==> config.mk <==
export PLATFORM = sky130hd
export DESIGN_NAME = imem_boot_loader
export DESIGN_NICKNAME = d
export VERILOG_FILES = /design/src/rtl/loader_pkg.sv /design/src/rtl/imem_boot_loader_byte_packer.sv /design/src/rtl/imem_boot_loader.sv
export SDC_FILE = /design/constraint.sdc
export NUM_CORES = 1
export LEC_CHECK = 0
export ABC_AREA = 1
export CORE_UTILIZATION = 43
export CTS_CLUSTER_SIZE = 40
export DETAILED_ROUTE_END_ITERATION = 6
export DONT_BUFFER_PORTS = 1
export GPL_ROUTABILITY_DRIVEN = 0
export PLACE_DENSITY_LB_ADDON = 0.15
export SLEW_MARGIN = 0
export SYNTH_ARGS = -nofsm -noshare
export SYNTH_HDL_FRONTEND = slang
export SYNTH_SLANG_ARGS = --single-unit
==> constraint.sdc <==
create_clock -name clk -period 3.2 [get_ports clk]
set_input_delay 0.96 -clock clk [delete_from_list [all_inputs] [get_ports clk]]
set_output_delay 0.96 -clock clk [all_outputs]
set_load 0.05 [all_outputs]
==> src/rtl/loader_pkg.sv <==
// Shared types and constants for the instruction-memory boot loader.
// LOADER_CHECKSUM_EN adds the CHK state used by the trailing XOR checksum byte.
package loader_pkg;

  localparam int BYTES_PER_WORD = 4;
  localparam int HDR_BYTES      = 2;
  localparam int ADDR_W_DEFAULT = 11;

`ifdef LOADER_CHECKSUM_EN
  typedef enum logic [2:0] {
    ST_IDLE, ST_HDR_LO, ST_HDR_HI, ST_DATA, ST_WR, ST_CHK, ST_DONE, ST_ERR
  } state_t;
`else
  typedef enum logic [2:0] {
    ST_IDLE, ST_HDR_LO, ST_HDR_HI, ST_DATA, ST_WR, ST_DONE, ST_ERR
  } state_t;
`endif

endpackage

==> src/rtl/imem_boot_loader_byte_packer.sv <==
// Byte packer: shifts bytes in from the top so the first byte lands in bits [7:0].
// word_full flags the transfer that completes a 4-byte word; word_next is the packed result.
import loader_pkg::*;

module byte_packer (
  input  logic        clk,
  input  logic        rst_n,
  input  logic        clear,
  input  logic        shift_en,
  input  logic [7:0]  byte_in,
  output logic [31:0] word_next,
  output logic        word_full
);

  logic [31:0] word;
  logic [1:0]  idx;

  assign word_next = {byte_in, word[31:8]};
  assign word_full = shift_en && (idx == 2'(BYTES_PER_WORD - 1));

  always_ff @(posedge clk or negedge rst_n) begin
    if (!rst_n) begin
      word <= '0;
      idx  <= '0;
    end else if (clear) begin
      word <= '0;
      idx  <= '0;
    end else if (shift_en) begin
      word <= word_next;
      idx  <= idx + 2'd1;
    end
  end

endmodule

==> src/rtl/imem_boot_loader.sv <==
// Boot loader: header-prefixed UART byte stream -> sequential 32-bit memory writes, core held until done.
// Optional trailing XOR checksum byte when LOADER_CHECKSUM_EN is defined.
import loader_pkg::*;

module imem_boot_loader #(
  parameter int ADDR_W    = ADDR_W_DEFAULT,
  parameter int DATA_W    = 32,
  parameter int BASE_ADDR = 0
) (
  input  logic              clk,
  input  logic              rst_n,
  input  logic              start,
  input  logic [7:0]        rx_data,
  input  logic              rx_valid,
  output logic              rx_ready,
  output logic [ADDR_W-1:0] mem_a,
  output logic [DATA_W-1:0] mem_d,
  output logic              mem_we,
  output logic              busy,
  output logic              done,
  output logic              err,
  output logic              cpu_run,
  output logic [ADDR_W:0]   word_cnt
);

  state_t      state;
  logic [15:0] num_words;
  logic        xfer;
  logic        idle_like;
  logic        pk_clear;
  logic        pk_shift;
  logic [31:0] pk_word;
  logic        pk_full;
`ifdef LOADER_CHECKSUM_EN
  logic [7:0]  csum;
`endif

  assign xfer      = rx_valid && rx_ready;
  assign idle_like = (state == ST_IDLE) || (state == ST_DONE) || (state == ST_ERR);
  assign pk_clear  = start && idle_like;
  assign pk_shift  = xfer && (state == ST_DATA);

  byte_packer u_packer (
    .clk       (clk),
    .rst_n     (rst_n),
    .clear     (pk_clear),
    .shift_en  (pk_shift),
    .byte_in   (rx_data),
    .word_next (pk_word),
    .word_full (pk_full)
  );

  // All status outputs are registered from the next state so they line up with it.
  always_ff @(posedge clk or negedge rst_n) begin
    if (!rst_n) begin
      state     <= ST_IDLE;
      num_words <= '0;
      word_cnt  <= '0;
      mem_a     <= '0;
      mem_d     <= '0;
      mem_we    <= 1'b0;
      rx_ready  <= 1'b0;
      busy      <= 1'b0;
      done      <= 1'b0;
      err       <= 1'b0;
      cpu_run   <= 1'b0;
`ifdef LOADER_CHECKSUM_EN
      csum      <= '0;
`endif
    end else begin
      state_t      nxt;
      logic [15:0] hdr;
      nxt    = state;
      hdr    = {rx_data, num_words[7:0]};
      mem_we <= 1'b0;
      case (state)
        ST_IDLE, ST_DONE, ST_ERR: begin
          if (start) begin
            nxt      = ST_HDR_LO;
            word_cnt <= '0;
`ifdef LOADER_CHECKSUM_EN
            csum     <= '0;
`endif
          end
        end
        ST_HDR_LO: begin
          if (xfer) begin
            num_words[7:0] <= rx_data;
            nxt            = ST_HDR_HI;
          end
        end
        ST_HDR_HI: begin
          if (xfer) begin
            num_words[15:8] <= rx_data;
            if (hdr == 16'd0)
              nxt = ST_DONE;
            else if (32'(hdr) > (32'd1 << ADDR_W))
              nxt = ST_ERR;
            else
              nxt = ST_DATA;
          end
        end
        ST_DATA: begin
          if (xfer) begin
`ifdef LOADER_CHECKSUM_EN
            csum <= csum ^ rx_data;
`endif
            if (pk_full) begin
              nxt    = ST_WR;
              mem_we <= 1'b1;
              mem_a  <= ADDR_W'(BASE_ADDR) + word_cnt[ADDR_W-1:0];
              mem_d  <= DATA_W'(pk_word);
            end
          end
        end
        ST_WR: begin
          word_cnt <= word_cnt + 1'b1;
          if ((32'(word_cnt) + 32'd1) == 32'(num_words)) begin
`ifdef LOADER_CHECKSUM_EN
            nxt = ST_CHK;
`else
            nxt = ST_DONE;
`endif
          end else begin
            nxt = ST_DATA;
          end
        end
`ifdef LOADER_CHECKSUM_EN
        ST_CHK: begin
          if (xfer)
            nxt = (rx_data == csum) ? ST_DONE : ST_ERR;
        end
`endif
        default: nxt = ST_IDLE;
      endcase
      state    <= nxt;
`ifdef LOADER_CHECKSUM_EN
      rx_ready <= (nxt == ST_HDR_LO) || (nxt == ST_HDR_HI) || (nxt == ST_DATA) || (nxt == ST_CHK);
      busy     <= (nxt == ST_HDR_LO) || (nxt == ST_HDR_HI) || (nxt == ST_DATA) ||
                  (nxt == ST_WR) || (nxt == ST_CHK);
`else
      rx_ready <= (nxt == ST_HDR_LO) || (nxt == ST_HDR_HI) || (nxt == ST_DATA);
      busy     <= (nxt == ST_HDR_LO) || (nxt == ST_HDR_HI) || (nxt == ST_DATA) || (nxt == ST_WR);
`endif
      done     <= (nxt == ST_DONE);
      cpu_run  <= (nxt == ST_DONE);
      err      <= (nxt == ST_ERR);
    end
  end

endmodule

==> key figures <==
Global route
  – First-pass GRT wire length: 17.62 mm
  – Total grt overflow: 0
  – GRT Util Overall: 0.2039
  – Vias in the first global route: 3602
  – Pin count of the biggest net entering global routing: 106
  – Antenna violations before repair: 0

STA
  – Max-Slew Margin vs Limit: 0.4163
  – Period utilization: 0.7655
  – Hold WS: 260.5 ps
  – Final hold vios: 0
  – Tmin final: 2450 ps
  – Setup total negative slack: 0 ps
  – Achievable Freq: 0.4082 GHz
  – Fin. max-slew vios: 0
  – Slew at the pin with the worst max-slew slack: 876.2 ps
  – Clock skew: 11.59 ps
  – # setup viols final: 0
  – RSZ-0062 raised after global routing: no

Synthesis
  – Area contributors post-synth: dfrtp_1 (56%), nand2_1 (13%), inv_1 (7.5%)
  – Post-synth top area share: 0.5618
  – Syn nets: 584
  – Register area share after synthesis: 0.5618
  – Synth Instances: 570
  – Mapped cell area: 0.004677 mm^2
  – Largest area contributor in the netlist: dfrtp_1
  – Number of enable flip-flop cells after synthesis: 0
  – Fraction of registers with async set/reset: 1.000
  – Post-synthesis mux area share: 0
  – Area share of xor/xnor cells in the synthesized design: 0.003745
  – Largest family of logic cells by synthesized area: simple AND/OR/NAND/NOR gates
  – Yosys cell types: 27
  – Most frequent cell after synthesis: nand2_1
  – Post-synthesis register bit count: 105
  – Synth Area in Adders: 0.005350
  – Synth cell count leaders: nand2_1 (161), dfrtp_1 (105), inv_1 (94)
  – Synth Area in Compound Gates: 0.1067
  – Avg Inst Size Synth: 8.205 um^2
  – Post-synth top flop: dfrtp_1
  – Warnings from Yosys: 0
  – Synth Area in Simple Gates: 0.2269

Finish
  – Area of the multi-input gates: 0.001603 mm^2
  – Area growth syn-to-layout: 6.742%
  – Filler Cells Inserted: 1033
  – Share of cells above drive strength 1: 0.05585
  – Nets@finish: 584
  – ANT cells: 0
  – Final Core Density: 0.4793
  – Register area: 0.002628 mm^2

Pwr
  – Leak Pwr: 2.601 nW
  – Pwr Density: 707.4 mW/mm^2
  – Total power: 0.003531 W
  – VDD IR max: 0.2925 mV

Worst setup path
  – Worst EP required: 3470 ps
  – Crit path max fanout: 22
  – CP endpoint kind: flop
  – CP startpoint kind: flop
  – Worst R2R Setup Slack: 750 ps
  – CP Data Arrival Time: 2720 ps
  – Crit path kind: flop to flop

Clock network
  – CTS Sinks: 105
  – CTS tree: yes
  – Post-CTS sizing: 0
  – Postcts setup bufs: 0
  – CTS buffer count: 9
  – Reg clk slew, reported paths: 100 ps
  – Clock Path Buffers: 2
  – H-tree depth: 3
  – Root Driver: clkbuf_8
  – Later-pin clock latency in the skew report: 380 ps
  – Post-CTS Hold Buffers: 0

Drt
  – DR vias: 3561
  – DRC: 0
  – DRT iter0 DRCs: 195
  – Final ANT Viol Nets: 0
  – Vias per inst: 5.023
  – Routed WL per cell: 14.95 um
  – DR pass1 iterations: 4
  – Routed wire length: 10.60 mm

Outcome
  – Status: completed

Floorplan
  – Die extent in x: 106.3 um
  – Starting Density: 0.4490
  – Chip Height: 106.3 um
  – Die ar.: 0.01130 mm^2
  – CORE AREA: 0.01042 mm^2
  – Io pins: 73
  – Standard-cell rows: 37

Place
  – Port Buffers: 0
  – HPWL after detailed placement: 7.372 mm

Job
  – Max_cap viols: 0

Worst hold path
  – Min-delay worst type: input port to async pin
-- metal layers --
metal,vias up,part of all wire,wire length [um],global-route usage
li1,1768,-,-,-
met4,0,0.020,209,0.1012
met3,16,0.054,569,0.04414
met5,-,0,0,0
met2,93,0.48,5053,0.3349
met1,1684,0.45,4769,0.2541
-- state kept, by name (all words and copies together), names as in the netlist --
signal and cells:
mem_d 32, u_packer.word 24, num_words 16, word_cnt 12, mem_a 11, state 3, u_packer.idx 2, busy 1
cpu_run 1, err 1, mem_we 1, rx_ready 1
-- metrics by stage --
step,worst slack [ps],instance area (um^2),instances
final,750.4,4992,709
after global routing,466.2,4992,709
after CTS,735.6,4992,709
after detailed placement,652.4,4810,695
after global placement,716.1,4810,695
after floorplan,991.9,4677,570
-- report_power, final --
part           total, W  internal, W  switching [W]  leakage [nW]
Clock          0.000808     0.000353       0.000455        0.0872
Sequential      0.00185      0.00155       0.000294          1.43
Combinational  0.000877     0.000295       0.000583          1.09
Total           0.00353      0.00220        0.00133          2.60
-- worst max-delay path: stages, from the launching register on --
cell and delay, ps:
dfrtp_1 490, inv_1 200, nor2_4 90, inv_1 310, nand2_1 140, nor2_1 230, inv_1 140, nand2_2 130
inv_1 310, a32oi_1 260, inv_1 50
-- cell families (layout without fill, tap and decap cells) --
family	Yosys count	count (layout)
adders and majority gates	2	2
and+or+nand+nor	253	253
buffers and inverters	113	116
xor gates and xnor gates	2	2
AOI/OAI and AO/OA	95	95
DFF	105	105
-- worst paths after layout --
check                                               from                            end  cells after the start
setup / recovery                      state[2]$_DFF_PN0_    u_packer.idx[1]$_DFFE_PN0P_                     10
hold / removal                                     rst_n           mem_a[5]$_DFFE_PN0P_                      0
setup reg to reg                      state[2]$_DFF_PN0_    u_packer.idx[1]$_DFFE_PN0P_                     10
hold reg to reg            u_packer.word[22]$_DFFE_PN0P_  u_packer.word[22]$_DFFE_PN0P_                      2
max in group asynchronous                          rst_n  u_packer.word[12]$_DFFE_PN0P_                      0
min in group clk           u_packer.word[22]$_DFFE_PN0P_  u_packer.word[22]$_DFFE_PN0P_                      2
-- placed cells by master, fill, tap and decap left out --
master,netlist,layout
buf_4,3,7
clkinv_4,0,1
nand3_1,25,25
clkbuf_8,0,9
nor2_2,3,3
nand2_1,161,161
nand2_2,3,3
dfrtp_1,105,105
nor2_1,44,44
a21oi_1,22,22
nor2_4,2,2
a32oi_1,1,1
a31oi_1,3,3
nand3b_1,2,2
xor2_1,2,2
inv_1,94,94
o31ai_1,1,1
nor3_1,3,3
ha_1,2,2
clkinv_2,0,1
bufinv_16,0,1
o21ai_0,59,59
o22ai_1,8,8
nand4_1,8,8
nor4_1,1,1
inv_2,1,1
nand3b_4,1,1
clkinvlp_4,0,2
a21oi_2,1,1
-- final cells by class --
| type | instances | share of cell area |
|---|---|---|
| Clock inverter | 5 | 0.01178 |
| Clock buffer | 9 | 0.02481 |
| Multi-Input combinational cell | 352 | 0.3211 |
| Inverter | 95 | 0.07143 |
| Timing Repair Buffer | 7 | 0.01053 |
| Tap cell | 136 | 0.03409 |
| Sequential cell | 105 | 0.5263 |
Note: power is estimated with default switching activity, not from simulation.
